--- src/rtl/dmem_lsu_pkg.sv ---
// -----------------------------------------------------------------------------
// dmem_lsu_pkg
// Shared definitions for the data-memory load/store unit:
//   - access size encodings (SZ_*)
//   - FSM state encodings (ST_*)
//   - big-endian lane offsets (OFF_*)
//   - request normalisation helpers used when the address is forced to
//     natural alignment instead of being rejected
// -----------------------------------------------------------------------------
package dmem_lsu_pkg;

    // Access size encodings as carried on req_size
    localparam logic [1:0] SZ_BYTE = 2'b00;
    localparam logic [1:0] SZ_HALF = 2'b01;
    localparam logic [1:0] SZ_WORD = 2'b10;
    localparam logic [1:0] SZ_RSVD = 2'b11;

    // FSM state encodings
    typedef logic [1:0] state_t;
    localparam state_t ST_IDLE = 2'd0;
    localparam state_t ST_RD   = 2'd1;
    localparam state_t ST_WR   = 2'd2;
    localparam state_t ST_RESP = 2'd3;

    // Big-endian lane offsets: byte offset 0 is the most significant byte
    localparam logic [1:0] OFF_B0 = 2'd0;  // bits 31:24
    localparam logic [1:0] OFF_B1 = 2'd1;  // bits 23:16
    localparam logic [1:0] OFF_B2 = 2'd2;  // bits 15:8
    localparam logic [1:0] OFF_B3 = 2'd3;  // bits 7:0
    localparam logic [1:0] OFF_H0 = 2'd0;  // bits 31:16
    localparam logic [1:0] OFF_H2 = 2'd2;  // bits 15:0

    // The reserved size behaves as a full word once it is let through
    function automatic logic [1:0] norm_size(input logic [1:0] size);
        logic [1:0] res;
        if (size == SZ_RSVD) begin
            res = SZ_WORD;
        end else begin
            res = size;
        end
        return res;
    endfunction

    // Natural alignment: halves drop bit 0, words drop both offset bits
    function automatic logic [1:0] norm_off(input logic [1:0] size,
                                            input logic [1:0] off);
        logic [1:0] res;
        case (size)
            SZ_BYTE: res = off;
            SZ_HALF: res = {off[1], 1'b0};
            default: res = 2'b00;
        endcase
        return res;
    endfunction

endpackage

--- src/rtl/dmem_lsu_lane.sv ---
// -----------------------------------------------------------------------------
// dmem_lsu_lane
// Purely combinational lane logic for the big-endian 32-bit data memory.
//   i_req_size/i_req_off : raw size and byte offset of the incoming request,
//                          used only for misalignment detection
//   i_size/i_off         : latched, already-normalised size and offset
//   i_signed             : sign-extend extracted loads
//   i_rdata              : word read from memory
//   i_wdata              : right-justified store data
//   o_ext                : extracted, extended load data
//   o_merged             : read word with the addressed lane replaced
//   o_misaligned         : request is misaligned / reserved size (only when
//                          CHECK_EN is set, otherwise always 0)
// -----------------------------------------------------------------------------
module dmem_lsu_lane
    import dmem_lsu_pkg::*;
#(
    parameter bit CHECK_EN = 1'b1
)
(
    input  logic [1:0]  i_req_size,
    input  logic [1:0]  i_req_off,
    input  logic [1:0]  i_size,
    input  logic [1:0]  i_off,
    input  logic        i_signed,
    input  logic [31:0] i_rdata,
    input  logic [31:0] i_wdata,
    output logic [31:0] o_ext,
    output logic [31:0] o_merged,
    output logic        o_misaligned
);

    logic [7:0]  w_byte;
    logic [15:0] w_half;
    logic        w_mis;

    // Select the addressed byte and halfword lanes of the read word
    always_comb begin
        w_byte = 8'h00;
        case (i_off)
            OFF_B0:  w_byte = i_rdata[31:24];
            OFF_B1:  w_byte = i_rdata[23:16];
            OFF_B2:  w_byte = i_rdata[15:8];
            OFF_B3:  w_byte = i_rdata[7:0];
            default: w_byte = i_rdata[7:0];
        endcase
        w_half = (i_off[1] == OFF_H2[1]) ? i_rdata[15:0] : i_rdata[31:16];
    end

    // Right-justify the lane and fill the upper bits with zero or the lane MSB
    always_comb begin
        o_ext = 32'h0000_0000;
        case (i_size)
            SZ_BYTE: o_ext = {{24{i_signed & w_byte[7]}}, w_byte};
            SZ_HALF: o_ext = {{16{i_signed & w_half[15]}}, w_half};
            default: o_ext = i_rdata;
        endcase
    end

    // Replace only the addressed lane; a word store replaces everything
    always_comb begin
        o_merged = i_rdata;
        case (i_size)
            SZ_BYTE: begin
                case (i_off)
                    OFF_B0:  o_merged[31:24] = i_wdata[7:0];
                    OFF_B1:  o_merged[23:16] = i_wdata[7:0];
                    OFF_B2:  o_merged[15:8]  = i_wdata[7:0];
                    OFF_B3:  o_merged[7:0]   = i_wdata[7:0];
                    default: o_merged[7:0]   = i_wdata[7:0];
                endcase
            end
            SZ_HALF: begin
                if (i_off[1] == OFF_H0[1]) begin
                    o_merged[31:16] = i_wdata[15:0];
                end else begin
                    o_merged[15:0]  = i_wdata[15:0];
                end
            end
            default: o_merged = i_wdata;
        endcase
    end

    // Misalignment: odd half, non-zero word offset, or reserved size
    always_comb begin
        w_mis = 1'b0;
        case (i_req_size)
            SZ_BYTE: w_mis = 1'b0;
            SZ_HALF: w_mis = i_req_off[0];
            SZ_WORD: w_mis = (i_req_off != 2'b00);
            default: w_mis = 1'b1;
        endcase
    end

    assign o_misaligned = CHECK_EN & w_mis;

endmodule

--- src/rtl/dmem_lsu.sv ---
// -----------------------------------------------------------------------------
// dmem_lsu
// Load/store unit between the memory stage and a big-endian, byte-addressed,
// whole-word-write 32-bit data memory. One request at a time; sub-word stores
// are done as read-modify-write. All outputs are registered.
//
// Build option: DMEM_LSU_ALIGN_CHECK_EN
//   defined   : misaligned / reserved-size requests are answered with rsp_err
//               after one cycle without touching memory
//   undefined : rsp_err stays 0, addresses are forced to natural alignment
//               and the reserved size is handled as a word
//
// Ports
//   clk, reset_n        clock, synchronous active-low reset
//   req_valid/req_ready request handshake (ready only while idle)
//   req_we, req_size, req_signed, req_addr, req_wdata   request fields
//   rsp_valid, rsp_rdata, rsp_err                        one-cycle response
//   mem_addr, mem_data, r_w, MStrobe                     memory command
//   mem_out, PCReady                                     memory read data/ready
// -----------------------------------------------------------------------------
module dmem_lsu
    import dmem_lsu_pkg::*;
#(
    parameter int AW = 32
)
(
    input  logic          clk,
    input  logic          reset_n,
    input  logic          req_valid,
    output logic          req_ready,
    input  logic          req_we,
    input  logic [1:0]    req_size,
    input  logic          req_signed,
    input  logic [AW-1:0] req_addr,
    input  logic [31:0]   req_wdata,
    output logic          rsp_valid,
    output logic [31:0]   rsp_rdata,
    output logic          rsp_err,
    output logic [AW-1:0] mem_addr,
    output logic [31:0]   mem_data,
    output logic          r_w,
    output logic          MStrobe,
    input  logic [31:0]   mem_out,
    input  logic          PCReady
);

`ifdef DMEM_LSU_ALIGN_CHECK_EN
    localparam bit LSU_CHECK_EN = 1'b1;
`else
    localparam bit LSU_CHECK_EN = 1'b0;
`endif

    state_t        r_state;
    logic [1:0]    r_size;
    logic [1:0]    r_off;
    logic          r_signed;
    logic          r_we;
    logic [31:0]   r_wdata;
    logic          r_req_ready;
    logic          r_rsp_valid;
    logic [31:0]   r_rsp_rdata;
    logic          r_rsp_err;
    logic          r_mstrobe;
    logic          r_rw;
    logic [AW-1:0] r_mem_addr;
    logic [31:0]   r_mem_data;

    logic [1:0]    w_size_n;
    logic [1:0]    w_off_n;
    logic [AW-1:0] w_word_addr;
    logic [31:0]   w_ext;
    logic [31:0]   w_merged;
    logic          w_misaligned;

    assign w_size_n    = norm_size(req_size);
    assign w_off_n     = norm_off(w_size_n, req_addr[1:0]);
    assign w_word_addr = {req_addr[AW-1:2], 2'b00};

    // Extract/merge act on the latched request and the live memory read data
    dmem_lsu_lane #(
        .CHECK_EN (LSU_CHECK_EN)
    ) u_lane (
        .i_req_size   (req_size),
        .i_req_off    (req_addr[1:0]),
        .i_size       (r_size),
        .i_off        (r_off),
        .i_signed     (r_signed),
        .i_rdata      (mem_out),
        .i_wdata      (r_wdata),
        .o_ext        (w_ext),
        .o_merged     (w_merged),
        .o_misaligned (w_misaligned)
    );

    // Request FSM and every registered output
    always_ff @(posedge clk) begin
        if (!reset_n) begin
            r_state     <= ST_IDLE;
            r_size      <= 2'b00;
            r_off       <= 2'b00;
            r_signed    <= 1'b0;
            r_we        <= 1'b0;
            r_wdata     <= 32'h0000_0000;
            r_req_ready <= 1'b1;
            r_rsp_valid <= 1'b0;
            r_rsp_rdata <= 32'h0000_0000;
            r_rsp_err   <= 1'b0;
            r_mstrobe   <= 1'b0;
            r_rw        <= 1'b0;
            r_mem_addr  <= '0;
            r_mem_data  <= 32'h0000_0000;
        end else begin
            case (r_state)
                ST_IDLE: begin
                    if (req_valid) begin
                        r_req_ready <= 1'b0;
                        r_size      <= w_size_n;
                        r_off       <= w_off_n;
                        r_signed    <= req_signed;
                        r_we        <= req_we;
                        r_wdata     <= req_wdata;
                        if (w_misaligned) begin
                            // Rejected without any memory access
                            r_state     <= ST_RESP;
                            r_rsp_valid <= 1'b1;
                            r_rsp_err   <= 1'b1;
                            r_rsp_rdata <= 32'h0000_0000;
                        end else if (req_we && (w_size_n == SZ_WORD)) begin
                            // Full-word store needs no read
                            r_state    <= ST_WR;
                            r_mstrobe  <= 1'b1;
                            r_rw       <= 1'b1;
                            r_mem_addr <= w_word_addr;
                            r_mem_data <= req_wdata;
                        end else begin
                            r_state    <= ST_RD;
                            r_mstrobe  <= 1'b1;
                            r_rw       <= 1'b0;
                            r_mem_addr <= w_word_addr;
                        end
                    end
                end
                ST_RD: begin
                    if (PCReady) begin
                        if (r_we) begin
                            // Read half of a read-modify-write
                            r_state    <= ST_WR;
                            r_rw       <= 1'b1;
                            r_mem_data <= w_merged;
                        end else begin
                            r_state     <= ST_RESP;
                            r_mstrobe   <= 1'b0;
                            r_rsp_valid <= 1'b1;
                            r_rsp_rdata <= w_ext;
                            r_rsp_err   <= 1'b0;
                        end
                    end
                end
                ST_WR: begin
                    if (PCReady) begin
                        r_state     <= ST_RESP;
                        r_mstrobe   <= 1'b0;
                        r_rw        <= 1'b0;
                        r_rsp_valid <= 1'b1;
                        r_rsp_rdata <= 32'h0000_0000;
                        r_rsp_err   <= 1'b0;
                    end
                end
                ST_RESP: begin
                    r_state     <= ST_IDLE;
                    r_req_ready <= 1'b1;
                    r_rsp_valid <= 1'b0;
                    r_rsp_rdata <= 32'h0000_0000;
                    r_rsp_err   <= 1'b0;
                end
                default: begin
                    r_state     <= ST_IDLE;
                    r_req_ready <= 1'b1;
                    r_rsp_valid <= 1'b0;
                    r_mstrobe   <= 1'b0;
                    r_rw        <= 1'b0;
                end
            endcase
        end
    end

    assign req_ready = r_req_ready;
    assign rsp_valid = r_rsp_valid;
    assign rsp_rdata = r_rsp_rdata;
    assign rsp_err   = r_rsp_err;
    assign mem_addr  = r_mem_addr;
    assign mem_data  = r_mem_data;
    assign r_w       = r_rw;
    assign MStrobe   = r_mstrobe;

endmodule

--- config.mk ---
export PLATFORM = sky130hd
export DESIGN_NAME = dmem_lsu
export DESIGN_NICKNAME = d
export VERILOG_FILES = /design/src/rtl/dmem_lsu_pkg.sv /design/src/rtl/dmem_lsu_lane.sv /design/src/rtl/dmem_lsu.sv
export SDC_FILE = /design/constraint.sdc
export NUM_CORES = 1
export LEC_CHECK = 0
export ABC_AREA = 1
export CORE_ASPECT_RATIO = 1.5
export CORE_MARGIN = 5
export CORE_UTILIZATION = 38
export CTS_CLUSTER_SIZE = 30
export DETAILED_ROUTE_END_ITERATION = 8
export GPL_TIMING_DRIVEN = 0
export PLACE_DENSITY = 0.67
export SYNTH_ARGS = -nofsm -noshare
export SYNTH_HDL_FRONTEND = slang
export SYNTH_SLANG_ARGS = --single-unit
--- constraint.sdc ---
create_clock -name clk -period 3.5 [get_ports clk]
set_input_delay 0.7 -clock clk [delete_from_list [all_inputs] [get_ports clk]]
set_output_delay 0.7 -clock clk [all_outputs]
set_load 0.02 [all_outputs]
==> results of run 1 <==
## synthesized netlist by cell type (3+ instances only)
master and number:
nand4_1 9, o21ai_0 106, nand2_1 213, nand3_1 43, inv_1 53, or2_2 12, dfxtp_1 138, o21ai_1 5
buf_4 7, clkbuf_1 44, buf_2 11, inv_2 8, buf_1 5, nor2_1 148, ha_1 4, o211ai_1 15
nor3_1 14, o22ai_1 11, a21oi_2 10, a21oi_1 134, nor2_2 3, nand2_2 11
## tightest hold or removal path: stages (launching register included)
cell	delay, ns
dfxtp_1	0.31
inv_1	0.05
a21oi_1	0.05
## worst min path at each step
stage | start | to | cells after the start
after detailed placement | r_w$_SDFFE_PN0P_ | r_w$_SDFFE_PN0P_ | 2
after global routing | r_w$_SDFFE_PN0P_ | r_w$_SDFFE_PN0P_ | 2
after CTS | r_w$_SDFFE_PN0P_ | r_w$_SDFFE_PN0P_ | 2
after global placement | r_w$_SDFFE_PN0P_ | r_w$_SDFFE_PN0P_ | 2
after floorplan | r_wdata[15]$_SDFFE_PN0P_ | r_wdata[15]$_SDFFE_PN0P_ | 2
final | r_w$_SDFFE_PN0P_ | r_w$_SDFFE_PN0P_ | 2
## per-layer routing
metal / share of wire (%) / up-vias / wire (um) / track usage [%]
met2: 50 / 323 / 14000 / 46.0
met5: 0 / - / 0 / 0
met1: 38 / 3554 / 10700 / 29.4
met4: 5.3 / 0 / 1490 / 15.2
li1: - / 3831 / - / -
met3: 6.2 / 74 / 1730 / 5.31
## sequential cells by signal (all words and copies together) (netlist names), 2 cells and up
register and cells:
mem_addr 30, r_wdata 32, r_size 2, r_off 2, r_state 2, rsp_rdata 32, mem_data 32
## area by class of cell
| class | instances | area (um2) |
|---|---|---|
| Clock buffer | 18 | 439 |
| Sequential cell | 138 | 2760 |
| Timing Repair Buffer | 201 | 2010 |
| Tap cell | 217 | 272 |
| Buffer | 69 | 318 |
| Clock inverter | 14 | 185 |
| Fill cell | 1800 | 8110 |
| Multi-Input combinational cell | 757 | 3600 |
| Inverter | 62 | 235 |
## report_power, final
group	switching [mW]	internal, mW
sequential	0.277	2.07
combinational	2.67	1.57
clock	0.743	1.16
total	3.69	4.80
## through the flow
step / instances / setup WS (ns) / power (mW)
after floorplan: 1026 / 1.83 / 4.89
after global placement: 1444 / 0.860 / 6.54
after detailed placement: 1444 / 0.865 / 6.58
after CTS: 1476 / 1.27 / 8.50
after global routing: 1476 / 1.14 / 9.03
final: 1476 / 1.14 / 8.49
## cells by family after synthesis
logic type,count (synthesis),synth area share (%)
DFF,138,40.0
buffers and inverters,131,8.00
AOI/OAI and AO/OA,290,22.9
and+or+nand+nor,460,28.4
adders and majority gates,4,0.724
other,1,0.0542
==> results by group, run 1 <==
Setup path
  – FF-to-FF End: r_wdata[6]$_SDFFE_PN0P_
  – Worst path arrival time: 2.64 ns
  – WP buf/inv: 3
  – CP endpoint: r_wdata[6]$_SDFFE_PN0P_
  – Crit-path cells: inv_1 > ha_1 > nand2_1 > clkbuf_1 > clkbuf_1 > a21oi_1
  – Most frequent CP cell: clkbuf_1
  – CP Depth: 6
  – Worst Setup Start Kind: flip-flop
  – CP required: 3.78 ns
  – RR Startpoint: r_state[0]$_SDFFE_PN0P_
  – R2R depth: 6
  – CP Class: reg2reg
  – CP startpoint: r_state[0]$_SDFFE_PN0P_
  – Family with the most delay on the worst path: buffers and inverters
  – Worst-path fanout max: 10
  – R2r setup slk: 1.14 ns
  – CP max stage cell: clkbuf_1
  – Worst Setup End Kind: flip-flop
  – Worst stage delay on the critical path: 0.54 ns

Synthesis
  – Share of the synthesized area in the top cell type: 40.0%
  – Flops & latches, synth: 138
  – Cells after Synth: 1024
  – Area contributors post-synth: dfxtp_1, nand2_1, a21oi_1, nor2_1, o21ai_0
  – Number of flops mapped to enable cells by yosys: 0
  – Synth Area per Inst: 6.75 um2
  – Most used DFF post-synth: dfxtp_1
  – Asr flop ratio synth: 0%
  – Register area share after synthesis: 40.0%
  – Mapped Area: 6910 um2
  – Largest area contributor in the netlist: dfxtp_1
  – Synth cell types: 39
  – Warnings from Yosys: 0

Timing
  – Final setup skew: 0.00844 ns
  – Period utilization: 67.4%
  – RSZ-0062 raised after global routing: false
  – Peak Freq: 424 MHz
  – Fin crit period: 2.36 ns
  – Worst slew margin: 54.0%
  – Worst hold slack: 0.455 ns
  – Slew Viols, Final: 0
  – Fin. Hold Viols: 0
  – Final Setup Violations: 0
  – TNS Setup: 0 ns
  – Actual slew at the worst max-slew pin: 0.690 ns

Detailed routing
  – Initial DRC count: 550
  – DR vias: 7782
  – Routed Antenna Nets: 0
  – DR pass1 iterations: 8
  – DRC viols: 0
  – DRT Wirelength: 27.9 mm
  – DR WL/cell: 18.9 um
  – Vias per inst: 5.27

Cells and area
  – Most common cell after layout, fill and taps aside: nand2_1
  – Nets: 1354
  – Diodes inserted: 0
  – Final design utilization: 54.8%
  – Design Area, Final: 9830 um2
  – Ratio of cells with drive above 1 in the final layout: 8.42%
  – Most frequent cells in the layout: nand2_1, clkdlybuf4s50_1, nor2_1, dfxtp_1, a21oi_1
  – Area Overhead vs Synth: 42.2%

GRT
  – Total track usage: 26.3%
  – Largest net degree at the start of global routing: 17
  – Vias in the first global route: 7657
  – First-pass GRT wire length: 42.6 mm
  – Global route overflow: 0
  – Initial antenna violation count: 0

Worst hold path
  – HP Class: reg2reg

Floorplanning
  – Initial Utilization: 38.5%
  – DIE HEIGHT: 175 um
  – Core ar.: 17900 um2
  – Die Area: 21000 um2
  – # rows: 60
  – DIE WIDTH: 120 um
  – Io pins: 205

Clock network
  – Worst-path clk slew: 0.06 ns
  – CTS Buf Count: 17
  – Clock sink count: 138
  – Max H-tree Level: 4
  – CTS root buffer: clkbuf_16
  – Skew-Pair Late Insertion Delay: 0.43 ns
  – Post-CTS Resized: 0
  – CTS tree: built
  – # Post-CTS Setup Buffers: 0
  – Hold_buf cts: 0
  – Longest Clk Path Bufs: 2

Power and ir drop
  – Peak VDD IR: 0.473 mV
  – Leak: 3.87 nW
  – Pwr Density: 863 nW/um2

Outcome
  – Status: complete, no violations

Flow run
  – MaxCap Viol Count: 0

Place
  – Placed cell area: 9200 um2
  – RePlAce Congestion: 0.992
  – Port bufs: 201
  – DP Wirelength: 21.9 mm
No activity file was read; power rests on OpenSTA's default activity.
==> run 2: changes to the inputs <==
==> constraint.sdc (replaced) <==
create_clock -name clk -period 2.2 [get_ports clk]
set_input_delay 0.44 -clock clk [delete_from_list [all_inputs] [get_ports clk]]
set_output_delay 0.44 -clock clk [all_outputs]
set_load 0.02 [all_outputs]
==> run 2 against run 1 <==
Setup slack worse by 1.0 ns. Clock skew about the same. Non-clock buffer count unchanged. Combinational power up 60%. Wire length down 0.20%. Flip-flop and latch count unchanged. Utilization up 0.18 points. Final area up 0.33%. Critical endpoint is now mem_data[15]$_SDFFE_PN0P_. Largest power group unchanged.
==> results by group, run 2 (same netlist as run 1, synthesis figures left out) <==
Outcome
  – Status: complete, no violations

Floorplanning
  – Initial Utilization: 38.5%
  – DIE WIDTH: 120 um
  – Die Area: 21000 um2
  – Core ar.: 17900 um2
  – Io pins: 205
  – # rows: 60
  – DIE HEIGHT: 175 um

Setup path
  – Worst-path fanout max: 10
  – Worst Setup Start Kind: flip-flop
  – Worst Setup End Kind: flip-flop
  – CP required: 2.56 ns
  – Worst path arrival time: 2.44 ns
  – CP Class: reg2reg

Place
  – DP Wirelength: 21.9 mm
  – Pre-CTS setup slack: -0.175 ns
  – Port bufs: 201
  – RePlAce Congestion: 0.992
  – Dpl cells: 1444

Detailed routing
  – Routed Antenna Nets: 0
  – DR WL/cell: 18.9 um
  – Vias per inst: 5.26
  – Initial DRC count: 583
  – DR pass1 iterations: 5
  – DRT Wirelength: 27.8 mm
  – DR vias: 7765
  – DRC viols: 0

Cells and area
  – Area Overhead vs Synth: 42.6%
  – Layout fillers: 1799
  – Most common cell after layout, fill and taps aside: nand2_1
  – Post-route insts no fill: 1476
  – Area of the multi-input gates: 3620 um2
  – Seq. cell area: 2760 um2
  – Diodes inserted: 0
  – Ratio of cells with drive above 1 in the final layout: 9.13%
  – Most frequent cells in the layout: nand2_1, clkdlybuf4s50_1, nor2_1, dfxtp_1, a21oi_1
  – Nets: 1354

Timing
  – Actual slew at the worst max-slew pin: 0.695 ns
  – Fin. Hold Viols: 0
  – Period utilization: 94.5%
  – Final setup skew: 0.00849 ns
  – Peak Freq: 481 MHz
  – Worst hold slack: 0.454 ns
  – RSZ-0062 raised after global routing: false
  – Worst setup margin: 0.120 ns
  – Slew Viols, Final: 0
  – Worst slew margin: 53.7%
  – Fin crit period: 2.08 ns
  – TNS Setup: 0 ns
  – Final Setup Violations: 0

Worst hold path
  – HP Class: reg2reg

Clock network
  – # Post-CTS Setup Buffers: 0
  – CTS Buf Count: 17
  – Clock sink count: 138
  – CTS root buffer: clkbuf_16
  – CTS tree: built
  – Longest Clk Path Bufs: 2
  – Max H-tree Level: 4
  – Hold_buf cts: 0
  – Skew-Pair Late Insertion Delay: 0.43 ns
  – Worst-path clk slew: 0.07 ns

Power and ir drop
  – Clock share of power: 22.3%
  – Leak: 3.89 nW
  – Pwr Density: 1370 nW/um2
  – Sequential Power Share: 27.5%
  – Combinational power share: 50.2%
  – P_sw: 5.87 mW
  – Peak VDD IR: 0.753 mV
  – Internal power: 7.68 mW
  – Switching portion of total power: 43.3%

GRT
  – Vias in the first global route: 7673
  – Largest net degree at the start of global routing: 17
  – Total track usage: 26.4%
  – Initial antenna violation count: 0
  – First-pass GRT wire length: 42.7 mm
  – Global route overflow: 0

Flow run
  – MaxCap Viol Count: 0
## run 2: changes by cell type in the layout (fill, tap and decap cells not counted), moves of 2 or more
| cell | before | now |
|---|---|---|
| nand3_1 | 43 | 41 |
| buf_2 | 11 | 9 |
| nand3_2 | 0 | 2 |
| buf_4 | 7 | 5 |
| clkbuf_2 | 0 | 5 |
| buf_6 | 1 | 3 |
| clkbuf_1 | 44 | 40 |
| clkbuf_4 | 0 | 2 |
## run 2: area by class of cell
type	instances	share of cell area, %
repair buffers	201	20.4
inverters	62	2.39
clock inverters	14	1.88
flip-flops and latches	138	28.0
well taps	217	2.75
plain buffers	69	3.41
clock buffers	18	4.45
multi-input cells	757	36.7
## run 2: timing repair
action	CTS	global route
pin swaps	0	1
endpoints found under the setup margin	8	52
gates resized for setup	2	14
hold endpoints to repair	0	0
## run 2: power by group through the flow
stage          Clock (mW)  Sequential, mW  Combinational, mW
2_1_floorplan           0            4.41               3.37
3_3_place_gp            0            3.76               6.64
3_5_place_dp            0            3.78               6.68
4_1_cts              3.06            3.74               6.73
5_1_grt              3.18            3.84               7.41
6_report             3.02            3.73               6.80
## run 2: path summary, 6_finish.rpt
check | cells past startpoint | to | from | slack, ns
hold reg to reg | 2 | r_w$_SDFFE_PN0P_ | r_w$_SDFFE_PN0P_ | 0.45
hold / removal | 2 | r_w$_SDFFE_PN0P_ | r_w$_SDFFE_PN0P_ | 0.45
setup reg to reg | 12 | mem_data[15]$_SDFFE_PN0P_ | r_state[1]$_SDFFE_PN0P_ | 0.12
setup / recovery | 12 | mem_data[15]$_SDFFE_PN0P_ | r_state[1]$_SDFFE_PN0P_ | 0.12
## run 2: metal layers
metal | vias up | part of all wire (%) | track usage [%] | wire [um]
li1 | 3827 | - | - | -
met1 | 3521 | 38 | 29.5 | 10600
met2 | 346 | 50 | 46.1 | 14000
met3 | 71 | 6.5 | 5.73 | 1820
met4 | 0 | 5.3 | 14.5 | 1490
met5 | - | 0 | 0 | 0
## run 2: metrics by stage
stage | cell area, um2 | utilization (%) | power [mW]
after floorplan | 6920 | - | 7.78
after global placement | 9200 | 51.3 | 10.4
after detailed placement | 9200 | 51.3 | 10.5
after CTS | 9830 | 54.8 | 13.5
after global routing | 9860 | 55.0 | 14.4
final | 9860 | 55.0 | 13.6
## run 2: critical path, cell delays in order (launching register included)
cell and delay [ns]:
dfxtp_2 0.35, inv_1 0.06, ha_1 0.17, buf_4 0.19, inv_4 0.12, nor2_1 0.08, inv_2 0.07, o211ai_2 0.15
nor2_2 0.20, buf_6 0.16, buf_6 0.17, nand3_1 0.14, a21oi_1 0.14
==> run 3: changes to the inputs <==
--- a/config.mk
+++ b/config.mk
@@ -6,6 +6,7 @@
 export NUM_CORES = 1
 export LEC_CHECK = 0
 export ABC_AREA = 1
+export CAP_MARGIN = 20
 export CORE_ASPECT_RATIO = 1.5
 export CORE_MARGIN = 5
 export CORE_UTILIZATION = 38
==> constraint.sdc (replaced) <==
create_clock -name clk -period 2.2 [get_ports clk]
set_input_delay 0.55 -clock clk [delete_from_list [all_inputs] [get_ports clk]]
set_output_delay 0.55 -clock clk [all_outputs]
set_load 0.02 [all_outputs]
==> results of run 3 <==
No change in the layout: final DEF, timing and power equal those of run 2.
Among the figures that moved: setup slack after placement -0.175 ns -> -0.285 ns
